==> src/rtl/sdram_pkg.sv <==
// Shared SDRAM command encodings, bus widths and arbiter state codes.
// Commands are packed as {CKE, CS_N, RAS_N, CAS_N, WE_N}.
package sdram_pkg;

  localparam int ADDR_W = 12;
  localparam int CMD_W  = 5;

  localparam logic [CMD_W-1:0] CMD_NOP   = 5'b10111;
  localparam logic [CMD_W-1:0] CMD_PREC  = 5'b10010;
  localparam logic [CMD_W-1:0] CMD_AREF  = 5'b10001;
  localparam logic [CMD_W-1:0] CMD_ACT   = 5'b10011;
  localparam logic [CMD_W-1:0] CMD_READ  = 5'b10101;
  localparam logic [CMD_W-1:0] CMD_WRITE = 5'b10100;

  // A10 high selects all banks for PRECHARGE.
  localparam logic [ADDR_W-1:0] ADDR_ALLBANK = 12'h400;

  localparam logic [2:0] ST_INIT  = 3'd0;
  localparam logic [2:0] ST_ARB   = 3'd1;
  localparam logic [2:0] ST_AREF  = 3'd2;
  localparam logic [2:0] ST_WRITE = 3'd3;
  localparam logic [2:0] ST_READ  = 3'd4;

endpackage

==> src/rtl/sdram_aref_timer.sv <==
// Free-running refresh interval counter with a sticky, non-queueing refresh request.
module sdram_aref_timer #(
  parameter int REF_PERIOD = 780
) (
  input  logic S_CLK,
  input  logic RST_N,
  input  logic en,
  input  logic clr,
  output logic aref_req
);

  localparam int TW = $clog2(REF_PERIOD);
  localparam logic [TW-1:0] LAST = TW'(REF_PERIOD - 1);

  logic [TW-1:0] timer;
  logic          expire;

  assign expire = en && (timer == LAST);

  always_ff @(posedge S_CLK or negedge RST_N) begin
    if (!RST_N) begin
      timer    <= '0;
      aref_req <= 1'b0;
    end else begin
      if (en)
        timer <= expire ? '0 : timer + TW'(1);
      // The refresh being entered services any expiry on the same edge.
      if (clr)
        aref_req <= 1'b0;
      else if (expire)
        aref_req <= 1'b1;
    end
  end

endmodule

==> src/rtl/sdram_arbiter.sv <==
// SDRAM command/address bus owner: init hold-off, periodic refresh, write/read arbitration.
// Optional ARB_ROUND_ROBIN_EN alternates grants when both engines request at once.
module sdram_arbiter
  import sdram_pkg::*;
#(
  parameter int REF_PERIOD = 780,
  parameter int T_RP       = 2,
  parameter int T_RC       = 7
) (
  input  logic              S_CLK,
  input  logic              RST_N,
  input  logic              init_done,
  input  logic [CMD_W-1:0]  init_cmd,
  input  logic [ADDR_W-1:0] init_addr,
  input  logic              wr_req,
  output logic              wr_en,
  input  logic              wr_done,
  input  logic [CMD_W-1:0]  wr_cmd,
  input  logic [ADDR_W-1:0] wr_addr,
  input  logic              rd_req,
  output logic              rd_en,
  input  logic              rd_done,
  input  logic [CMD_W-1:0]  rd_cmd,
  input  logic [ADDR_W-1:0] rd_addr,
  output logic              aref_req,
  output logic [CMD_W-1:0]  sdram_cmd,
  output logic [ADDR_W-1:0] sdram_addr
);

  localparam logic [3:0] SEQ_AR  = 4'(T_RP + 1);
  localparam logic [3:0] SEQ_END = 4'(T_RP + T_RC + 1);

  logic [2:0] state;
  logic [2:0] next_state;
  logic [3:0] seq;
  logic       aref_end;
  logic       tmr_en;
  logic       aref_clr;

  assign aref_end = (seq == SEQ_END);
  // init_done is one-shot: once out of INIT the timer never stops.
  assign tmr_en   = init_done || (state != ST_INIT);
  assign aref_clr = (state == ST_ARB) && aref_req;

  sdram_aref_timer #(
    .REF_PERIOD (REF_PERIOD)
  ) u_timer (
    .S_CLK    (S_CLK),
    .RST_N    (RST_N),
    .en       (tmr_en),
    .clr      (aref_clr),
    .aref_req (aref_req)
  );

`ifdef ARB_ROUND_ROBIN_EN
  logic last_wr;

  always_ff @(posedge S_CLK or negedge RST_N) begin
    if (!RST_N)
      last_wr <= 1'b0;
    else if (state == ST_ARB && next_state == ST_WRITE)
      last_wr <= 1'b1;
    else if (state == ST_ARB && next_state == ST_READ)
      last_wr <= 1'b0;
  end
`endif

  always_comb begin
    next_state = state;
    case (state)
      ST_INIT:  if (init_done) next_state = ST_ARB;
      ST_ARB: begin
        if (aref_req)
          next_state = ST_AREF;
        else if (wr_req && rd_req) begin
`ifdef ARB_ROUND_ROBIN_EN
          next_state = last_wr ? ST_READ : ST_WRITE;
`else
          next_state = ST_WRITE;
`endif
        end else if (wr_req)
          next_state = ST_WRITE;
        else if (rd_req)
          next_state = ST_READ;
      end
      ST_WRITE: if (wr_done)  next_state = ST_ARB;
      ST_READ:  if (rd_done)  next_state = ST_ARB;
      ST_AREF:  if (aref_end) next_state = ST_ARB;
      default:  next_state = ST_INIT;
    endcase
  end

  always_ff @(posedge S_CLK or negedge RST_N) begin
    if (!RST_N) begin
      state <= ST_INIT;
      wr_en <= 1'b0;
      rd_en <= 1'b0;
      seq   <= 4'd0;
    end else begin
      state <= next_state;
      wr_en <= (next_state == ST_WRITE);
      rd_en <= (next_state == ST_READ);
      seq   <= (state == ST_AREF && !aref_end) ? seq + 4'd1 : 4'd0;
    end
  end

  // Reset forces the idle bus pattern without waiting for a clock.
  always_comb begin
    sdram_cmd  = CMD_NOP;
    sdram_addr = ADDR_ALLBANK;
    if (RST_N) begin
      case (state)
        ST_INIT: begin
          sdram_cmd  = init_cmd;
          sdram_addr = init_addr;
        end
        ST_WRITE: begin
          sdram_cmd  = wr_cmd;
          sdram_addr = wr_addr;
        end
        ST_READ: begin
          sdram_cmd  = rd_cmd;
          sdram_addr = rd_addr;
        end
        ST_AREF: begin
          if (seq == 4'd0)
            sdram_cmd = CMD_PREC;
          else if (seq == SEQ_AR)
            sdram_cmd = CMD_AREF;
        end
        default: ;
      endcase
    end
  end

endmodule
==> config.mk <==
export PLATFORM = sky130hd
export DESIGN_NAME = sdram_arbiter
export DESIGN_NICKNAME = d
export VERILOG_FILES = /design/src/rtl/sdram_pkg.sv /design/src/rtl/sdram_aref_timer.sv /design/src/rtl/sdram_arbiter.sv
export SDC_FILE = /design/constraint.sdc
export NUM_CORES = 1
export LEC_CHECK = 0
export BUFFER_PORTS_ARGS = -buffer_cell sky130_fd_sc_hd__buf_4
export CAP_MARGIN = 40
export CORE_MARGIN = 4
export CORE_UTILIZATION = 46
export CTS_CLUSTER_DIAMETER = 100
export DETAILED_ROUTE_END_ITERATION = 12
export PLACE_DENSITY = 0.83
export SLEW_MARGIN = 20
export SYNTH_ARGS = -nofsm -noshare
export SYNTH_HDL_FRONTEND = slang
export SYNTH_SLANG_ARGS = --single-unit
==> constraint.sdc <==
create_clock -name S_CLK -period 1.9 [get_ports S_CLK]
set_input_delay 0.285 -clock S_CLK [delete_from_list [all_inputs] [get_ports S_CLK]]
set_output_delay 0.285 -clock S_CLK [all_outputs]
set_load 0.02 [all_outputs]
==> results of run 1 <==
-- Yosys cell counts (4+ instances only) --
library cell  instances
dfrtp_1              20
nor2_1               19
mux2_2               15
a22oi_1              12
nand2_1              10
o21ai_0               9
buf_2                 7
nor4_1                7
inv_1                 6
a21oi_1               4
ha_1                  4
nand4_1               4
-- cell families (layout without fill, tap and decap cells) --
family                   count (synthesis)  in the layout  synth area share [%]
AND/OR/NAND/NOR                         66             66                  23.4
multiplexers                            17             17                  12.0
flip-flops                              20             20                  31.9
AO/OA/AOI/OAI                           42             42                  20.6
XOR/XNOR                                 6              6                  3.35
buffers and inverters                   17            124                  5.58
adder cells (fa/ha/maj)                  4              4                  3.19
-- path summary, 6_finish.rpt --
check / start / to / slack, ns
setup / recovery: state[2] / sdram_cmd[1] / -0.31
hold / removal: wr_done / wr_en / 0.28
setup reg to reg: state[2] / wr_en / -0.11
hold reg to reg: u_timer.timer[5] / u_timer.timer[5] / 0.54
max in group asynchronous: RST_N / state[2] / 1.19
min in group asynchronous: RST_N / seq[2] / 0.49
-- through the flow --
stage | instance area (µm²) | utilization (%)
CTS | 2570 | 81.6
floorplan | 1570 | -
detailed placement | 2240 | 71.1
finish | 2770 | 87.7
global placement | 2240 | 71.1
global route | 2770 | 87.7
-- repair_timing --
item,in CTS,in global routing
resized for setup,37,31
pin swaps,17,20
endpoints found under the setup margin,17,25
hold endpoints to repair,20,0
buffers inserted,10,13
cloned,3,0
hold buffers,1,0
-- worst reg2reg max path: cells and delay by family (launching register included) --
kind	cells	cell delay [ns]
buffers and inverters	3	0.42
flip-flops	1	0.47
AND/OR/NAND/NOR	2	0.82
AO/OA/AOI/OAI	1	0.22
-- layout make-up --
type / count / area [µm²] / share of cell area, %
Sequential cell: 20 / 502 / 18.1
Clock inverter: 1 / 30.0 / 1.09
Tap cell: 44 / 55.1 / 1.99
Clock buffer: 3 / 22.5 / 0.814
Multi-Input combinational cell: 135 / 1180 / 42.9
Timing Repair Buffer: 114 / 948 / 34.3
Inverter: 6 / 22.5 / 0.814
-- metal layers --
layer	part of all wire, %	vias to the layer above	track usage (%)
met3	10	57	6.80
met4	7.1	0	12.9
met2	47	182	48.9
li1	-	865	-
met5	0	-	0
met1	35	981	34.9
-- power by group through the flow --
stage / Clock [W] / Sequential [W] / Combinational (W)
floorplan: 0 / 0.000677 / 0.00105
global placement: 0 / 0.000675 / 0.00158
detailed placement: 0 / 0.000681 / 0.00161
CTS: 0.000356 / 0.000670 / 0.00199
global route: 0.000380 / 0.000706 / 0.00264
finish: 0.000357 / 0.000696 / 0.00253
-- flip-flops by register name, summed over array words and instances (netlist names) --
name	count
u_timer.timer	10
u_timer.aref_req	1
seq	4
rd_en	1
wr_en	1
state	3
-- placed cells by master, fill, tap and decap left out, drive strengths merged, types with 3 or more instances in the layout --
master / n
nor3: 4
nand2: 10
ha: 4
a22oi: 12
inv: 6
dfrtp: 20
nor4: 7
o41ai: 3
buf: 113
nand3: 3
a221o: 3
a21oi: 4
nor2: 19
clkbuf: 3
xor2: 3
xnor2: 3
nor2b: 3
mux2: 15
o21ai: 10
nand4: 4
a31oi: 3
==> flow_results.xml, run 1 <==
<?xml version="1.0" encoding="UTF-8"?>
<metrics>
  <group name="cts">
    <metric name="numCtsBuffers" unit="">3</metric>
    <metric name="clock-root-buffer" unit="">clkbuf_4</metric>
    <metric name="clk_pin_slew_worst_paths" unit="ns">0.12</metric>
    <metric name="cts.htree.levels" unit="">1</metric>
    <metric name="clkLatencyLatePin" unit="ns">0.32</metric>
    <metric name="cts_sinks" unit="">20</metric>
    <metric name="tritoncts" unit="">yes</metric>
    <metric name="cts_max_path_buffers" unit="">2</metric>
  </group>
  <group name="die">
    <metric name="die_x" unit="µm">66.4</metric>
    <metric name="effective_utilization_at_floorplan" unit="%">49.8</metric>
    <metric name="design.die.area" unit="µm²">4410</metric>
    <metric name="coreArea" unit="µm²">3150</metric>
    <metric name="num_io_pins" unit="">78</metric>
    <metric name="die_height" unit="µm">66.4</metric>
    <metric name="rows" unit="">20</metric>
  </group>
  <group name="drt">
    <metric name="drt_drc_violations_left" unit="">0</metric>
    <metric name="post_drt_wl_per_cell" unit="µm">25.6</metric>
    <metric name="drtIter0Drc" unit="">192</metric>
    <metric name="viasPerCell" unit="">6.46</metric>
    <metric name="drt_pre_antenna_iters" unit="">4</metric>
    <metric name="finalWirelength" unit="µm">8250</metric>
    <metric name="postRouteAntennaNets" unit="">0</metric>
    <metric name="routed-via-count" unit="">2085</metric>
  </group>
  <group name="yosys">
    <metric name="number_of_synthesized_register_bits" unit="">20</metric>
    <metric name="synth_top_cell_area_share" unit="%">31.9</metric>
    <metric name="yosys_warnings" unit="">0</metric>
    <metric name="synth_ff_type" unit="">dfrtp_1</metric>
    <metric name="yosys.area.top_type" unit="">dfrtp_1</metric>
    <metric name="synthTopCellsByArea" unit="">dfrtp_1 (32%), mux2_2 (11%), a22oi_1 (5.7%)</metric>
    <metric name="post_synth_instance_area" unit="µm²">1570</metric>
    <metric name="synth_fp_nets" unit="">234</metric>
    <metric name="synth_cell_type_count" unit="">46</metric>
    <metric name="synthesis.instances" unit="">172</metric>
    <metric name="yosysSeqAreaShare" unit="%">31.9</metric>
    <metric name="count_of_flip_flops_with_a_built_in_enable_after_synthesis" unit="">0</metric>
    <metric name="syn-mean-instance-area" unit="µm²">9.13</metric>
    <metric name="asyncSetResetFlopFracSynth" unit="%">100</metric>
  </group>
  <group name="grt">
    <metric name="grt_pass1_wl" unit="µm">9690</metric>
    <metric name="total_grt_overflow" unit="">0</metric>
    <metric name="antenna_violations_before_repair" unit="">0</metric>
    <metric name="grt_pass1_vias" unit="">1866</metric>
    <metric name="grt_start_max_net_pins" unit="">17</metric>
    <metric name="groute.usage.overall" unit="%">29.1</metric>
  </group>
  <group name="setup_path">
    <metric name="worst-setup-path-type" unit="">reg2out</metric>
    <metric name="arrival" unit="ns">1.93</metric>
    <metric name="crit_required" unit="ns">1.62</metric>
    <metric name="critical_path.slowest_cell" unit="">dfrtp_2</metric>
    <metric name="cp-start-kind" unit="">flop</metric>
    <metric name="rr_worst_depth" unit="">6</metric>
    <metric name="worst-path-stages" unit="">5</metric>
    <metric name="worstPathBufferInverterCount" unit="">2</metric>
    <metric name="worst_path_dominant_cell_family" unit="">simple AND/OR/NAND/NOR gates</metric>
    <metric name="critical-path-max-stage-delay" unit="ns">0.47</metric>
    <metric name="timing.critical_path.to_type" unit="">output pin</metric>
    <metric name="crit_path_cell_trace" unit="">buf_8 &gt; or3b_4 &gt; nor4_2 &gt; o21ai_1 &gt; buf_4</metric>
    <metric name="critical_path_peak_fanout" unit="">4</metric>
  </group>
  <group name="timing">
    <metric name="post-route-worst-setup-slack" unit="ns">-0.311</metric>
    <metric name="worst_clock_skew" unit="ns">0.00638</metric>
    <metric name="period_needed" unit="ns">2.21</metric>
    <metric name="timing.slew.headroom" unit="%">71.8</metric>
    <metric name="timing.fmax" unit="MHz">452</metric>
    <metric name="grt_setup_unrepaired" unit="">true</metric>
    <metric name="timing.final.crit_share" unit="%">116</metric>
    <metric name="finalHoldViolCount" unit="">0</metric>
    <metric name="worst_pin_slew" unit="ns">0.420</metric>
    <metric name="fin_hold_ws" unit="ns">0.284</metric>
    <metric name="maxSlewViolCount" unit="">0</metric>
    <metric name="fin_setup_tns" unit="ns">-3.05</metric>
    <metric name="report.final.setup_viol" unit="">19</metric>
  </group>
  <group name="placement">
    <metric name="place_congestion" unit="">0.857</metric>
    <metric name="place_worst_setup_slack" unit="ns">0.0911</metric>
    <metric name="half_perimeter_wire_length_after_detailed_placement" unit="µm">3770</metric>
    <metric name="portBuffers" unit="">77</metric>
    <metric name="dp_cells" unit="">294</metric>
  </group>
  <group name="power_and_ir_drop">
    <metric name="intPower" unit="W">0.00197</metric>
    <metric name="seq_power_share" unit="%">19.5</metric>
    <metric name="p_switching" unit="W">0.00161</metric>
    <metric name="power.share.switching" unit="%">45.0</metric>
    <metric name="power.static_leakage" unit="nW">1.25</metric>
    <metric name="power_share_of_the_clock_group" unit="%">10.0</metric>
    <metric name="power.total" unit="W">0.00358</metric>
    <metric name="combPwrFrac" unit="%">70.6</metric>
    <metric name="vdd_ir_drop_max" unit="µV">1030</metric>
    <metric name="p_per_cell_area" unit="nW/µm²">1290</metric>
  </group>
  <group name="cells_and_area">
    <metric name="flow.area_growth_from_synthesis" unit="%">76.1</metric>
    <metric name="nFillCells" unit="">145</metric>
    <metric name="layout-drive-gt1-share" unit="%">60.9</metric>
    <metric name="final_cell_count_no_fill" unit="">323</metric>
    <metric name="num_antenna_cells" unit="">0</metric>
    <metric name="num-nets-final" unit="">342</metric>
  </group>
  <group name="worst_hold_path">
    <metric name="holdCritPathClass" unit="">in2reg</metric>
    <metric name="number_of_stages_on_the_worst_hold_path" unit="">3</metric>
  </group>
  <group name="run">
    <metric name="maxCapViolCount" unit="">0</metric>
  </group>
  <group name="outcome">
    <metric name="status" unit="">finished, violations left</metric>
    <metric name="failed_checks" unit="">setup timing</metric>
  </group>
</metrics>
Note: power is estimated with default switching activity, not from simulation.
==> run 2: changes to the inputs <==
- PLACE_DENSITY: 0.83 -> default
- PLACE_DENSITY_LB_ADDON: default -> 0.15
- SETUP_SLACK_MARGIN: default -> 0.02
==> flow_results.xml, run 2 (same netlist as run 1, synthesis figures left out) <==
<?xml version="1.0" encoding="UTF-8"?>
<metrics>
  <group name="placement">
    <metric name="post_dp_cell_area" unit="µm²">2230</metric>
    <metric name="half_perimeter_wire_length_after_detailed_placement" unit="µm">3520</metric>
    <metric name="portBuffers" unit="">77</metric>
    <metric name="place_congestion" unit="">0.841</metric>
  </group>
  <group name="grt">
    <metric name="groute.usage.overall" unit="%">22.1</metric>
    <metric name="met2_usage" unit="%">37.8</metric>
    <metric name="globalRoute.busiestLayer" unit="">met2</metric>
    <metric name="total_grt_overflow" unit="">0</metric>
    <metric name="antenna_violations_before_repair" unit="">0</metric>
    <metric name="global_routing_usage_on_met3" unit="%">4.42</metric>
    <metric name="grt_pass1_wl" unit="µm">7540</metric>
    <metric name="grt_pass1_vias" unit="">1610</metric>
    <metric name="use_met1" unit="%">27.5</metric>
    <metric name="grt_start_max_net_pins" unit="">22</metric>
  </group>
  <group name="cts">
    <metric name="cts_max_path_buffers" unit="">2</metric>
    <metric name="numCtsBuffers" unit="">3</metric>
    <metric name="clock-root-buffer" unit="">clkbuf_4</metric>
    <metric name="cts.htree.levels" unit="">1</metric>
    <metric name="tritoncts" unit="">yes</metric>
    <metric name="clk_pin_slew_worst_paths" unit="ns">0.11</metric>
    <metric name="clkLatencyLatePin" unit="ns">0.31</metric>
    <metric name="cts_sinks" unit="">20</metric>
  </group>
  <group name="power_and_ir_drop">
    <metric name="intPower" unit="W">0.00159</metric>
    <metric name="p_switching" unit="W">0.00122</metric>
    <metric name="power.share.switching" unit="%">43.4</metric>
    <metric name="power.static_leakage" unit="nW">1.11</metric>
    <metric name="vdd_ir_drop_max" unit="µV">923</metric>
    <metric name="p_per_cell_area" unit="nW/µm²">1140</metric>
    <metric name="combPwrFrac" unit="%">66.3</metric>
    <metric name="seq_power_share" unit="%">24.8</metric>
    <metric name="power_share_of_the_clock_group" unit="%">8.9</metric>
  </group>
  <group name="cells_and_area">
    <metric name="flow.area_growth_from_synthesis" unit="%">57.5</metric>
    <metric name="seq_area" unit="µm²">504</metric>
    <metric name="nFillCells" unit="">223</metric>
    <metric name="num-nets-final" unit="">324</metric>
    <metric name="multiInputGateArea" unit="µm²">1070</metric>
    <metric name="final_cell_mix" unit="">buf_4 (87), nor2_1 (17), dfrtp_1 (17)</metric>
    <metric name="layout-drive-gt1-share" unit="%">52.9</metric>
    <metric name="largest_registers" unit="">u_timer.timer x10, seq x4, state x3</metric>
    <metric name="post-route-util" unit="%">78.5</metric>
    <metric name="largest_reg_flops" unit="">10</metric>
    <metric name="finish.instance_area" unit="µm²">2470</metric>
    <metric name="num_antenna_cells" unit="">0</metric>
    <metric name="regMostFlops" unit="">u_timer.timer</metric>
    <metric name="layout.cells.most_common" unit="">buf_4</metric>
  </group>
  <group name="drt">
    <metric name="postRouteAntennaNets" unit="">0</metric>
    <metric name="routed-via-count" unit="">1702</metric>
    <metric name="post_drt_wl_per_cell" unit="µm">17.0</metric>
    <metric name="drt_pre_antenna_iters" unit="">5</metric>
    <metric name="finalWirelength" unit="µm">5180</metric>
    <metric name="viasPerCell" unit="">5.58</metric>
    <metric name="drtIter0Drc" unit="">72</metric>
    <metric name="drt_drc_violations_left" unit="">0</metric>
  </group>
  <group name="timing">
    <metric name="grt_setup_unrepaired" unit="">true</metric>
    <metric name="finalHoldViolCount" unit="">0</metric>
    <metric name="fin_hold_ws" unit="ns">0.247</metric>
    <metric name="timing.slew.headroom" unit="%">75.3</metric>
    <metric name="report.final.setup_viol" unit="">17</metric>
    <metric name="worst_pin_slew" unit="ns">0.370</metric>
    <metric name="worst_clock_skew" unit="ns">0.0101</metric>
    <metric name="timing.fmax" unit="MHz">488</metric>
    <metric name="fin_setup_tns" unit="ns">-1.61</metric>
    <metric name="post-route-worst-setup-slack" unit="ns">-0.149</metric>
    <metric name="period_needed" unit="ns">2.05</metric>
    <metric name="maxSlewViolCount" unit="">0</metric>
    <metric name="timing.final.crit_share" unit="%">108</metric>
  </group>
  <group name="setup_path">
    <metric name="cp-start-kind" unit="">flop</metric>
    <metric name="crit_required" unit="ns">1.62</metric>
    <metric name="critical_path.slowest_cell" unit="">dfrtp_2</metric>
    <metric name="arrival" unit="ns">1.76</metric>
    <metric name="timing.critical_path.to_type" unit="">output pin</metric>
    <metric name="critical-path-max-stage-delay" unit="ns">0.50</metric>
    <metric name="crit_path_cell_trace" unit="">clkbuf_16 &gt; mux2_2 &gt; a22oi_1 &gt; nor2_1 &gt; buf_4</metric>
    <metric name="critical_path_peak_fanout" unit="">8</metric>
    <metric name="worst-setup-path-type" unit="">reg2out</metric>
  </group>
  <group name="die">
    <metric name="effective_utilization_at_floorplan" unit="%">49.8</metric>
    <metric name="rows" unit="">20</metric>
    <metric name="die_height" unit="µm">66.4</metric>
    <metric name="num_io_pins" unit="">78</metric>
    <metric name="design.die.area" unit="µm²">4410</metric>
    <metric name="die_x" unit="µm">66.4</metric>
    <metric name="coreArea" unit="µm²">3150</metric>
  </group>
  <group name="outcome">
    <metric name="failed_checks" unit="">setup timing</metric>
    <metric name="status" unit="">finished, violations left</metric>
  </group>
  <group name="worst_hold_path">
    <metric name="holdCritPathClass" unit="">in2reg</metric>
  </group>
  <group name="run">
    <metric name="maxCapViolCount" unit="">0</metric>
  </group>
</metrics>
==> run 2: cell count changes in the layout (fill, tap and decap cells not counted), moves of 2 or more <==
| cell | change |
|---|---|
| buf_6 | -6 |
| buf_4 | -10 |
| nor2_4 | -3 |
| nor2_1 | +3 |
| dfrtp_1 | -2 |
| mux2_4 | -5 |
| a22oi_1 | +8 |
| dfrtp_2 | +2 |
| mux2_2 | +5 |
| a22oi_2 | -8 |
==> run 2: layout make-up <==
type                            instances  share of cell area [%]
Inverter                                6                   0.910
Multi-Input combinational cell        135                    43.3
Timing Repair Buffer                   96                    31.7
Tap cell                               44                    2.23
Clock buffer                            4                    1.47
Sequential cell                        20                    20.4
==> run 2: worst max-delay path, delay by kind of cell (launching register included) <==
family	cells	cell delay, ns
muxes	1	0.33
AOI/OAI and AO/OA	1	0.18
and+or+nand+nor	1	0.08
buffers and inverters	2	0.36
DFF	1	0.50
==> run 2: power by group through the flow <==
stage	clock network [W]	registers, W	logic [W]
global route	0.000276	0.000712	0.00204
global placement	0	0.000711	0.00150
finish	0.000250	0.000697	0.00187
detailed placement	0	0.000713	0.00152
floorplan	0	0.000677	0.00105
CTS	0.000260	0.000684	0.00170
==> run 2: through the flow <==
step / setup WS, ns / power [W] / cells
3_5_place_dp: 0.174 / 0.00224 / 294
2_1_floorplan: 0.0997 / 0.00172 / 172
5_1_grt: -0.243 / 0.00303 / 305
3_3_place_gp: 0.181 / 0.00221 / 294
4_1_cts: -0.0719 / 0.00264 / 305
6_report: -0.149 / 0.00281 / 305
==> run 2: worst paths after layout <==
path | start | endpoint | slack, ns | cells after the start
worst max-delay path | state[2] | sdram_addr[8] | -0.15 | 5
worst min-delay path | rd_done | rd_en | 0.25 | 3
worst max register to register | state[0] | u_timer.timer[8] | 0.11 | 5
worst min register to register | u_timer.timer[5] | u_timer.timer[5] | 0.53 | 1
max in group asynchronous | RST_N | state[0] | 1.15 | 3
min in group asynchronous | RST_N | rd_en | 0.29 | 2
==> run 2: timing repair <==
action                     in CTS  in global routing
cloned                          0                  1
hold endpoints to repair       20                  0
hold buffers                    1                  0
setup endpoints to repair      17                 18
resized for setup              15                 18
buffers inserted                6                  0
pin swaps                       6                  1
==> run 2: routing by layer <==
metal / vias up / part of all wire [%]
li1: 826 / -
met1: 806 / 40
met2: 55 / 52
met3: 15 / 4.7
met4: 0 / 3.2
met5: - / 0
==> run 3: changes to the inputs <==
- TNS_END_PERCENT: default -> 30
==> flow_results.xml, run 3 (same netlist as run 1, synthesis figures left out) <==
<?xml version="1.0" encoding="UTF-8"?>
<metrics>
  <group name="power_and_ir_drop">
    <metric name="power.share.switching" unit="%">43.2</metric>
    <metric name="intPower" unit="W">0.00158</metric>
    <metric name="p_per_cell_area" unit="nW/µm²">1130</metric>
    <metric name="combPwrFrac" unit="%">66.2</metric>
    <metric name="power_share_of_the_clock_group" unit="%">8.9</metric>
    <metric name="seq_power_share" unit="%">24.9</metric>
    <metric name="p_switching" unit="W">0.00120</metric>
    <metric name="power.static_leakage" unit="nW">1.10</metric>
    <metric name="vdd_ir_drop_max" unit="µV">925</metric>
  </group>
  <group name="setup_path">
    <metric name="timing.rr.end" unit="">u_timer.timer[8]</metric>
    <metric name="arrival" unit="ns">1.74</metric>
    <metric name="critical_path_peak_fanout" unit="">8</metric>
    <metric name="timing.critical_path.to_type" unit="">output pin</metric>
    <metric name="cp-start-kind" unit="">flop</metric>
    <metric name="crit_required" unit="ns">1.62</metric>
    <metric name="worst_r2r_startpoint" unit="">state[0]</metric>
    <metric name="rr_worst_depth" unit="">5</metric>
    <metric name="worst-setup-path-type" unit="">reg2out</metric>
    <metric name="r2r_setup_slack" unit="ns">0.11</metric>
  </group>
  <group name="timing">
    <metric name="maxSlewViolCount" unit="">0</metric>
    <metric name="finalHoldViolCount" unit="">0</metric>
    <metric name="timing.final.crit_share" unit="%">107</metric>
    <metric name="worst_pin_slew" unit="ns">0.365</metric>
    <metric name="fin_setup_tns" unit="ns">-1.47</metric>
    <metric name="grt_setup_unrepaired" unit="">true</metric>
    <metric name="fin_hold_ws" unit="ns">0.250</metric>
    <metric name="timing.fmax" unit="MHz">493</metric>
    <metric name="post-route-worst-setup-slack" unit="ns">-0.127</metric>
    <metric name="period_needed" unit="ns">2.03</metric>
    <metric name="timing.slew.headroom" unit="%">75.6</metric>
    <metric name="report.final.setup_viol" unit="">17</metric>
    <metric name="worst_clock_skew" unit="ns">0.00709</metric>
  </group>
  <group name="outcome">
    <metric name="status" unit="">finished, violations left</metric>
    <metric name="failed_checks" unit="">setup timing</metric>
  </group>
  <group name="grt">
    <metric name="total_grt_overflow" unit="">0</metric>
    <metric name="antenna_violations_before_repair" unit="">0</metric>
    <metric name="groute.usage.overall" unit="%">22.2</metric>
    <metric name="grt_pass1_wl" unit="µm">7630</metric>
    <metric name="grt_start_max_net_pins" unit="">22</metric>
    <metric name="grt_pass1_vias" unit="">1627</metric>
  </group>
  <group name="placement">
    <metric name="dp_cells" unit="">294</metric>
    <metric name="place_congestion" unit="">0.841</metric>
    <metric name="portBuffers" unit="">77</metric>
    <metric name="half_perimeter_wire_length_after_detailed_placement" unit="µm">3520</metric>
  </group>
  <group name="cts">
    <metric name="cts_sinks" unit="">20</metric>
    <metric name="clkLatencyLatePin" unit="ns">0.31</metric>
    <metric name="tritoncts" unit="">yes</metric>
    <metric name="clock-root-buffer" unit="">clkbuf_4</metric>
    <metric name="clk_pin_slew_worst_paths" unit="ns">0.11</metric>
    <metric name="cts_max_path_buffers" unit="">2</metric>
    <metric name="numCtsBuffers" unit="">3</metric>
    <metric name="cts.htree.levels" unit="">1</metric>
  </group>
  <group name="cells_and_area">
    <metric name="final_cell_count_no_fill" unit="">305</metric>
    <metric name="num_antenna_cells" unit="">0</metric>
    <metric name="nFillCells" unit="">227</metric>
    <metric name="layout.cells.most_common" unit="">buf_4</metric>
    <metric name="layout-drive-gt1-share" unit="%">52.9</metric>
    <metric name="final_cell_mix" unit="">buf_4 (87), nor2_1 (17), dfrtp_1 (17)</metric>
    <metric name="seq_area" unit="µm²">504</metric>
    <metric name="flow.area_growth_from_synthesis" unit="%">57.1</metric>
    <metric name="largest_registers" unit="">u_timer.timer x10, seq x4, state x3</metric>
    <metric name="multiInputGateArea" unit="µm²">1070</metric>
    <metric name="regMostFlops" unit="">u_timer.timer</metric>
    <metric name="num-nets-final" unit="">324</metric>
    <metric name="largest_reg_flops" unit="">10</metric>
  </group>
  <group name="drt">
    <metric name="post_drt_wl_per_cell" unit="µm">16.9</metric>
    <metric name="viasPerCell" unit="">5.57</metric>
    <metric name="drtIter0Drc" unit="">65</metric>
    <metric name="finalWirelength" unit="µm">5140</metric>
    <metric name="drt_pre_antenna_iters" unit="">4</metric>
    <metric name="postRouteAntennaNets" unit="">0</metric>
    <metric name="routed-via-count" unit="">1700</metric>
    <metric name="drt_drc_violations_left" unit="">0</metric>
  </group>
  <group name="die">
    <metric name="die_height" unit="µm">66.4</metric>
    <metric name="num_io_pins" unit="">78</metric>
    <metric name="coreArea" unit="µm²">3150</metric>
    <metric name="design.die.area" unit="µm²">4410</metric>
    <metric name="effective_utilization_at_floorplan" unit="%">49.8</metric>
    <metric name="die_x" unit="µm">66.4</metric>
    <metric name="rows" unit="">20</metric>
  </group>
  <group name="worst_hold_path">
    <metric name="number_of_stages_on_the_worst_hold_path" unit="">3</metric>
    <metric name="holdCritPathClass" unit="">in2reg</metric>
    <metric name="hold_path.startpoint" unit="">rd_done</metric>
    <metric name="hold-path-endpoint" unit="">rd_en</metric>
  </group>
  <group name="run">
    <metric name="maxCapViolCount" unit="">0</metric>
  </group>
</metrics>
-- run 3: cell counts in the layout (fill, tap and decap cells not counted) --
Identical to the previous run, type by type.
-- run 3: critical path, stage by stage (launching register included) --
cell and delay [ns]:
dfrtp_2 0.50, buf_6 0.14, mux2_2 0.33, a221o_1 0.33, buf_6 0.14
-- run 3: worst max-delay path by stage --
stage	start	slack (ns)	to
after floorplan	state[0]	0.1	sdram_addr[0]
final	state[2]	-0.13	sdram_addr[10]
after detailed placement	state[2]	0.17	sdram_cmd[3]
after global routing	state[2]	-0.24	sdram_addr[8]
after CTS	state[2]	-0.07	sdram_cmd[0]
after global placement	seq[0]	0.18	sdram_cmd[0]
-- run 3: repair_timing --
item                       in CTS  in global routing
hold buffers                    1                  0
resized for setup              13                 17
pin swaps                       5                  2
hold endpoints to repair       20                  0
cloned                          0                  1
buffers inserted                6                  0
setup endpoints to repair      17                 18
-- run 3: power by group through the flow --
| stage | logic, W | registers [W] | clock network [W] |
|---|---|---|---|
| floorplan | 0.00105 | 0.000677 | 0 |
| global placement | 0.00150 | 0.000711 | 0 |
| detailed placement | 0.00152 | 0.000713 | 0 |
| CTS | 0.00169 | 0.000684 | 0.000260 |
| global route | 0.00202 | 0.000712 | 0.000277 |
| finish | 0.00185 | 0.000693 | 0.000248 |
-- run 3: area by class of cell --
| class | count | share of cell area, % |
|---|---|---|
| clock buffer | 4 | 1.47 |
| multi-input combinational | 135 | 43.3 |
| inverter | 6 | 0.913 |
| timing repair buffer | 96 | 31.6 |
| sequential | 20 | 20.4 |
| tap | 44 | 2.23 |
-- run 3: metrics by stage --
stage | util, % | cell area [µm²] | total power, W | setup WS (ns)
2_1_floorplan | - | 1570 | 0.00172 | 0.0997
3_3_place_gp | 70.7 | 2230 | 0.00221 | 0.181
3_5_place_dp | 70.7 | 2230 | 0.00224 | 0.174
4_1_cts | 75.0 | 2360 | 0.00263 | -0.0719
5_1_grt | 78.2 | 2470 | 0.00301 | -0.241
6_report | 78.2 | 2470 | 0.00279 | -0.127
-- run 3: metal layers --
metal	global-route usage (%)	vias to the layer above	share of wire (%)
li1	-	825	-
met1	27.7	794	39
met2	38.0	64	53
met3	4.42	17	5.0
met4	6.85	0	3.6
met5	0	-	0
